$ cat src/rtl/rr_arbiter_generic.sv
// N-way round-robin arbiter with grant hold, owner release and a hold-time limit.
// Grant is reported as one-hot, binary index and valid flag, all registered.
module rr_arbiter_generic #(
    parameter  int N        = 6,
    parameter  int MAX_HOLD = 16,
    localparam int W        = $clog2(N)
) (
    input  logic         clk,
    input  logic         rst,
    input  logic [N-1:0] req,
    input  logic         done,
    output logic [N-1:0] gnt,
    output logic [W-1:0] y,
    output logic         z,
    output logic         timeout
);
    localparam int             CW       = $clog2(MAX_HOLD);
    localparam logic [CW-1:0]  CNT_LAST = CW'(MAX_HOLD - 1);
    localparam logic [W-1:0]   LAST_IDX = W'(N - 1);

    typedef enum logic {IDLE, BUSY} state_t;

    state_t        state_reg, state_next;
    logic [W-1:0]  ptr_reg, ptr_next;
    logic [CW-1:0] cnt_reg, cnt_next;
    logic [N-1:0]  gnt_reg, gnt_next;
    logic [W-1:0]  y_reg, y_next;
    logic          z_reg, z_next;
    logic          timeout_reg, timeout_next;

    logic [W-1:0]  cand_idx [N];
    logic [N-1:0]  cand_hit;
    logic [W-1:0]  win_idx;
    logic          release_normal;
    logic          release_forced;

    // Candidate gi is the requester gi steps after ptr, wrapped explicitly
    // so that non-power-of-two N never yields an index >= N.
    genvar gi;
    generate
        for (gi = 0; gi < N; gi++) begin : g_cand
            logic [W:0] sum;
            assign sum          = {1'b0, ptr_reg} + (W+1)'(gi);
            assign cand_idx[gi] = (sum >= (W+1)'(N)) ? W'(sum - (W+1)'(N)) : sum[W-1:0];
            assign cand_hit[gi] = req[cand_idx[gi]];
        end
    endgenerate

    // Lowest candidate offset wins: scan downward so the last hit written sticks.
    always_comb begin
        win_idx = '0;
        for (int i = N - 1; i >= 0; i--) begin
            if (cand_hit[i]) begin
                win_idx = cand_idx[i];
            end
        end
    end

    always_ff @(posedge clk) begin
        if (rst) begin
            state_reg   <= IDLE;
            ptr_reg     <= '0;
            cnt_reg     <= '0;
            gnt_reg     <= '0;
            y_reg       <= '0;
            z_reg       <= 1'b0;
            timeout_reg <= 1'b0;
        end else begin
            state_reg   <= state_next;
            ptr_reg     <= ptr_next;
            cnt_reg     <= cnt_next;
            gnt_reg     <= gnt_next;
            y_reg       <= y_next;
            z_reg       <= z_next;
            timeout_reg <= timeout_next;
        end
    end

    always_comb begin
        state_next     = state_reg;
        ptr_next       = ptr_reg;
        cnt_next       = cnt_reg;
        gnt_next       = gnt_reg;
        y_next         = y_reg;
        z_next         = z_reg;
        timeout_next   = 1'b0;
        release_normal = done || !req[y_reg];
        release_forced = !release_normal && (cnt_reg == CNT_LAST);
        case (state_reg)
            IDLE: begin
                if (|req) begin
                    state_next = BUSY;
                    gnt_next   = N'(1) << win_idx;
                    y_next     = win_idx;
                    z_next     = 1'b1;
                    cnt_next   = '0;
                end
            end
            BUSY: begin
                if (release_normal || release_forced) begin
                    state_next   = IDLE;
                    gnt_next     = '0;
                    y_next       = '0;
                    z_next       = 1'b0;
                    cnt_next     = '0;
                    ptr_next     = (y_reg == LAST_IDX) ? '0 : y_reg + 1'b1;
                    timeout_next = release_forced;
                end else begin
                    cnt_next = cnt_reg + 1'b1;
                end
            end
            default: state_next = IDLE;
        endcase
    end

    always_comb begin
        gnt     = gnt_reg;
        y       = y_reg;
        z       = z_reg;
        timeout = timeout_reg;
    end

endmodule

$ cat config.mk
export PLATFORM = sky130hd
export DESIGN_NAME = rr_arbiter_generic
export DESIGN_NICKNAME = d
export VERILOG_FILES = /design/src/rtl/rr_arbiter_generic.sv
export SDC_FILE = /design/constraint.sdc
export NUM_CORES = 1
export LEC_CHECK = 0
export BUFFER_PORTS_ARGS = -buffer_cell sky130_fd_sc_hd__buf_2
export CAP_MARGIN = 25
export CORE_ASPECT_RATIO = 1.25
export CORE_MARGIN = 4
export CORE_UTILIZATION = 40
export DETAILED_ROUTE_END_ITERATION = 8
export PLACE_DENSITY = 0.54
export SLEW_MARGIN = 10
export SYNTH_ARGS = -nofsm -noshare
export SYNTH_HDL_FRONTEND = slang
export SYNTH_SLANG_ARGS = --single-unit
$ cat constraint.sdc
create_clock -name clk -period 5.73 [get_ports clk]
set_input_delay 0.573 -clock clk [delete_from_list [all_inputs] [get_ports clk]]
set_output_delay 0.573 -clock clk [all_outputs]
set_load 0.05 [all_outputs]
==> key figures, run 1 <==
Outcome
  • Status: complete, no violations

Logic synthesis
  • Synth top area cells: dfxtp_1 22%, mux2i_1 6.9%, ha_1 6.4%
  • Syn_nets: 220
  • Top cells by count, synth: 19 x dfxtp_1, 19 x nor2_1, 17 x nand2_1, 12 x mux2i_1, 11 x a21oi_1
  • Synth unique cells: 61
  • Area leader, netlist: dfxtp_1
  • Share of the synthesized area in the top cell type: 21.8%
  • Number of synthesized flops with an enable pin: 0
  • Cell count after synthesis: 202
  • Syn avg cell area: 8.65 um2
  • FF+latch count, synth: 19
  • Yosys warning total: 0
  • Post-synthesis sequential area ratio: 21.8%
  • Post-synth top flop: dfxtp_1
  • Asr flop ratio synth: 0%
  • Synthesized cell area: 1750 um2

GRT
  • All-Layer GR Usage: 17.3%
  • Maximum number of pins on one net before global-route repair: 20
  • Global-route wire length before repair: 7380 um
  • Antenna violations before repair: 0
  • Number of global-route vias before repair: 1553
  • GR Overflow Total: 0

Flow run
  • Max Cap Viol: 0

Pwr
  • VDD IR max: 180 uV
  • Pwr Density: 368 nW/um2
  • Leakage: 0.722 nW
  • Power Total: 0.694 mW

Routing
  • DRT antenna net count: 0
  • Via density per instance: 5.85
  • Via count: 1591
  • Final wirelength: 4350 um
  • DRC: 0
  • Initial drt markers: 129
  • Drt first pass iters: 4
  • DR WL/cell: 16.0 um

Clock tree
  • Skew-Pair Late Insertion Delay: 250 ps
  • Htree depth: 1
  • Reg clk slew, reported paths: 70 ps
  • Gates resized, CTS repair: 0
  • Hold bufs inserted after CTS: 0
  • CTS Buf Count: 3
  • Buffer depth of the longest clock path: 2
  • Setup bufs post-CTS: 0
  • Clock Sinks: 19
  • Root Buffer: clkbuf_8
  • TritonCTS clock tree: yes

Die
  • Die footprint: 5490 um2
  • Die Wd: 67.1 um
  • Site row count: 26
  • Core box area: 4160 um2
  • Die height: 81.9 um
  • Initial Utilization: 41.9%
  • Boundary Pins: 20

Setup path
  • Reg2Reg Launch Point: ptr_reg[0]$_SDFFE_PP0P_
  • CP required: 5890 ps
  • Setup crit end: gnt[0]$_SDFFE_PP0P_
  • CP bufs+invs: 1
  • Cells along the critical path: inv_1, ha_1, nand3_1, mux2i_2, mux2i_1, mux2i_4, a21oi_1, o221ai_2, o41ai_2
  • Worst path depth: 9
  • Crit-path slowest cell: dfxtp_1
  • Top Family by Delay on Critical Path: flip-flops
  • Worst r2r path cells: 9
  • Critical setup path kind: reg -> reg
  • Crit end category: register
  • Critical Path Fanout Max: 19
  • Worst R2R End: gnt[0]$_SDFFE_PP0P_
  • Max incr delay on CP: 850 ps
  • Worst Setup SP: ptr_reg[0]$_SDFFE_PP0P_
  • Critical Path AT: 3800 ps
  • R2R Setup Slk: 2090 ps
  • CP startpoint kind: register

Cells and area
  • Share of cells above drive strength 1: 22.2%
  • Area Overhead vs Synth: 7.95%
  • Max reg flops: 6
  • Nets: 235
  • Fin cells: 272
  • Antenna Cells: 0

STA
  • FMAX: 275 MHz
  • Final Setup Violations: 0
  • Max Slew Vio Count: 0
  • Setup TNS: 0 ps
  • Clk_skew: 4.12 ps
  • Setup ws final: 2090 ps
  • Hold slack: 456 ps
  • RSZ-0062 raised after global routing: false
  • Worst-Margin Slew: 802 ps
  • Post-layout min period: 3640 ps
  • Crit share post-route: 63.6%
  • Endpoints failing hold: 0
  • Rel. slew slack: 46.4%

Placed design
  • Final Wtd Congestion: 0.902
  • Detailed Place HPWL: 3460 um
  • I/O Buffers: 19
  • Placement Setup Slack: 2140 ps
  • Post-Place Cells: 268

Hold path
  • Worst Hold Class: reg -> reg
## metrics by stage
step	util, %	cell area, um2
floorplan	-	1750
global placement	44.2	1840
detailed placement	44.2	1840
CTS	45.3	1890
global route	45.3	1890
finish	45.3	1890
## worst min-delay path by stage
| stage | cells after the start | to | startpoint | slack, ps |
|---|---|---|---|---|
| 2_1_floorplan | 2 | cnt_reg[3]$_SDFFE_PP0P_ | cnt_reg[3]$_SDFFE_PP0P_ | 450 |
| 3_3_place_gp | 2 | gnt[0]$_SDFFE_PP0P_ | gnt[0]$_SDFFE_PP0P_ | 440 |
| 3_5_place_dp | 2 | gnt[4]$_SDFFE_PP0P_ | gnt[4]$_SDFFE_PP0P_ | 440 |
| 4_1_cts | 2 | gnt[4]$_SDFFE_PP0P_ | gnt[4]$_SDFFE_PP0P_ | 450 |
| 5_1_grt | 2 | gnt[4]$_SDFFE_PP0P_ | gnt[4]$_SDFFE_PP0P_ | 480 |
| 6_report | 2 | gnt[4]$_SDFFE_PP0P_ | gnt[4]$_SDFFE_PP0P_ | 460 |
## tightest hold or removal path: stages (launching register included)
cell and delay [ps]:
dfxtp_1 310, nand2_1 50, o31ai_1 50
## metal layers
layer | track usage [%] | routed length, um | vias up
li1 | - | - | 784
met1 | 21.0 | 1850 | 754
met2 | 31.6 | 2300 | 45
met3 | 1.50 | 141 | 8
met4 | 5.48 | 67 | 0
met5 | 0 | 0 | -
## where the power goes
part / total (mW) / internal, mW / switching (mW)
clock: 0.0898 / 0.0493 / 0.0405
sequential: 0.188 / 0.152 / 0.0361
combinational: 0.416 / 0.160 / 0.256
## cell type report
cell class / instances / area [um2]
clock buffers: 4 / 45.0
fillers: 457 / 2280
inverters: 6 / 22.5
multi-input cells: 168 / 1270
flip-flops and latches: 19 / 380
well taps: 56 / 70.1
repair buffers: 19 / 95.1
## cell families after synthesis
kind of cell / after synthesis / synth area share (%)
xor+xnor: 6 / 4.08
compound gates: 62 / 27.7
simple gates: 71 / 21.1
mux: 20 / 13.6
flops: 19 / 21.8
fa+ha+maj: 9 / 6.45
buf+inv: 15 / 5.37
## placed cells by master, fill, tap and decap left out, types with 5 or more instances in the layout
cell      netlist  routed
nand3_1         6       6
nand2_1        17      17
ha_1            9       9
nand2b_1        5       5
inv_1           6       6
o21ai_0         6       6
nor2_1         19      19
a211oi_1        5       5
dfxtp_1        19      19
mux2i_1        12      12
a21oi_1        11      11
buf_2           3      19
Note: power is estimated with default switching activity, not from simulation.
==> inputs of run 2 (changes only) <==
Clock period 5.73 ns to 3.7 ns, I/O delays scaled along.
==> run 2 against run 1 <==
  * Power is 55% higher
  * Final cell count is 0.37% higher
  * Sequential power is 48% higher
  * Utilization is 0.18 points higher
  * Highest routed layer unchanged
  * Register-to-register slack worse by 1600 ps
  * Sequential cell count stayed put
  * Largest cell class unchanged
==> key figures, run 2 (same netlist as run 1, synthesis figures left out) <==
Outcome
  • Status: complete, no violations

Clock tree
  • Hold bufs inserted after CTS: 0 (unchanged)
  • Reg clk slew, reported paths: 70 ps (about the same)
  • TritonCTS clock tree: yes
  • Htree depth: 1 (unchanged)
  • CTS Buf Count: 3 (unchanged)
  • Buffer depth of the longest clock path: 2 (unchanged)
  • Gates resized, CTS repair: 0 (unchanged)
  • Root Buffer: clkbuf_8
  • Setup bufs post-CTS: 0 (unchanged)
  • Skew-Pair Late Insertion Delay: 250 ps (about the same)
  • Clock Sinks: 19 (unchanged)

GRT
  • Number of global-route vias before repair: 1533 (-1.3%)
  • All-Layer GR Usage: 16.4% (-0.86 points)
  • Antenna violations before repair: 0 (unchanged)
  • GR Overflow Total: 0 (unchanged)
  • Global-route wire length before repair: 7090 um (-3.9%)
  • Maximum number of pins on one net before global-route repair: 19 (-5.0%)

Routing
  • Via density per instance: 5.63 (-3.7%)
  • DR WL/cell: 15.3 um (-4.3%)
  • DRT antenna net count: 0 (unchanged)
  • DRC: 0 (unchanged)
  • Final wirelength: 4180 um (-4.0%)
  • Drt first pass iters: 4 (unchanged)
  • Via count: 1537 (-3.4%)
  • Initial drt markers: 54 (-58%)

Setup path
  • Worst Setup SP: ptr_reg[1]$_SDFFE_PP0P_
  • Crit-path slowest cell: ha_1
  • Reg2Reg Launch Point: ptr_reg[1]$_SDFFE_PP0P_
  • Crit end category: register
  • CP startpoint kind: register
  • Critical setup path kind: reg -> reg
  • Max incr delay on CP: 680 ps (-170 ps)
  • Critical Path Fanout Max: 17 (-2)
  • Cells along the critical path: inv_1, ha_1, nand3_1, mux2i_2, mux2i_1, mux2i_4, a21oi_1, o221ai_2, o41ai_2
  • Critical Path AT: 3390 ps (-410 ps)
  • CP required: 3860 ps (-2030 ps)
  • R2R Setup Slk: 480 ps (-1610 ps)

Cells and area
  • Area Overhead vs Synth: 8.38%
  • Share of cells above drive strength 1: 22.6% (+0.36 points)
  • Antenna Cells: 0 (unchanged)
  • Max reg flops: 6 (unchanged)
  • Nets: 236 (+0.43%)
  • Final core utilization: 45.5% (+0.18 points)
  • FILL cells: 478 (+4.6%)
  • Most frequent cells in the layout: 19 x nor2_1, 19 x dfxtp_1, 19 x buf_2

Placed design
  • I/O Buffers: 19 (unchanged)
  • Final Wtd Congestion: 0.832 (-7.7%)
  • Detailed Place HPWL: 3340 um (-3.4%)

Die
  • Die Wd: 67.1 um (unchanged)
  • Core box area: 4160 um2 (unchanged)
  • Site row count: 26 (unchanged)
  • Die height: 81.9 um (unchanged)
  • Boundary Pins: 20 (unchanged)
  • Die footprint: 5490 um2 (unchanged)
  • Initial Utilization: 41.9% (unchanged)

STA
  • Worst-Margin Slew: 590 ps (-212 ps)
  • Setup TNS: 0 ps (unchanged)
  • Crit share post-route: 87.1% (+24 points)
  • Clk_skew: 1.33 ps (-2.79 ps)
  • Max Slew Vio Count: 0 (unchanged)
  • Final Setup Violations: 0 (unchanged)
  • Post-layout min period: 3220 ps (-418 ps)
  • Rel. slew slack: 59.5% (+13 points)
  • RSZ-0062 raised after global routing: false
  • Endpoints failing hold: 0 (unchanged)
  • FMAX: 310 MHz (+13%)

Pwr
  • VDD IR max: 272 uV (+51%)
  • Pwr Density: 569 nW/um2 (+55%)
  • Leakage: 0.728 nW (+0.72%)

Hold path
  • Hold Startpoint: gnt[2]$_SDFFE_PP0P_
  • Worst Hold Class: reg -> reg

Flow run
  • Max Cap Viol: 0 (unchanged)
-- run 2: cell types whose count changed in the layout (fill, tap and decap cells not counted), sizes merged --
cell,delta
buf,+1
-- run 2: stage by stage --
step	instances	setup WS, ps	power [mW]	area, um2	hold slack [ps]
3_5_place_dp	269	520	0.941	1850	433
4_1_cts	273	495	1.08	1890	443
2_1_floorplan	202	913	0.819	1750	446
3_3_place_gp	269	697	0.926	1850	438
5_1_grt	273	187	1.16	1890	470
6_report	273	475	1.08	1890	442
-- run 2: metal layers --
layer | share of wire (%) | global-route usage (%)
met5 | 0 | 0
met4 | 3.2 | 7.30
met3 | 2.7 | 1.23
met2 | 49 | 28.8
met1 | 45 | 20.2
-- run 2: area by class of cell --
cell class	instances	area [um2]	share of cell area, %
tap	56	70.1	3.70
timing repair buffer	20	103	5.42
inverter	6	22.5	1.19
multi-input combinational	168	1270	67.2
sequential	19	380	20.1
clock buffer	4	45.0	2.38
-- run 2: worst max-delay path, delay by kind of cell (launching register included) --
kind / cells / cell delay (ps)
DFF: 1 / 520
muxes: 3 / 860
and+or+nand+nor: 1 / 190
AOI/OAI and AO/OA: 3 / 720
buffers and inverters: 1 / 160
adders and majority gates: 1 / 680
-- run 2: final timing paths --
| kind | end | cells past startpoint |
|---|---|---|
| setup / recovery | gnt[0]$_SDFFE_PP0P_ | 9 |
| hold reg to reg | gnt[2]$_SDFFE_PP0P_ | 2 |
| setup reg to reg | gnt[0]$_SDFFE_PP0P_ | 9 |
| hold / removal | gnt[2]$_SDFFE_PP0P_ | 2 |
-- run 2: power breakdown --
part           internal [mW]  switching [mW]  total, mW
clock network         0.0764          0.0633      0.140
registers              0.235          0.0424      0.278
logic                  0.250           0.409      0.659
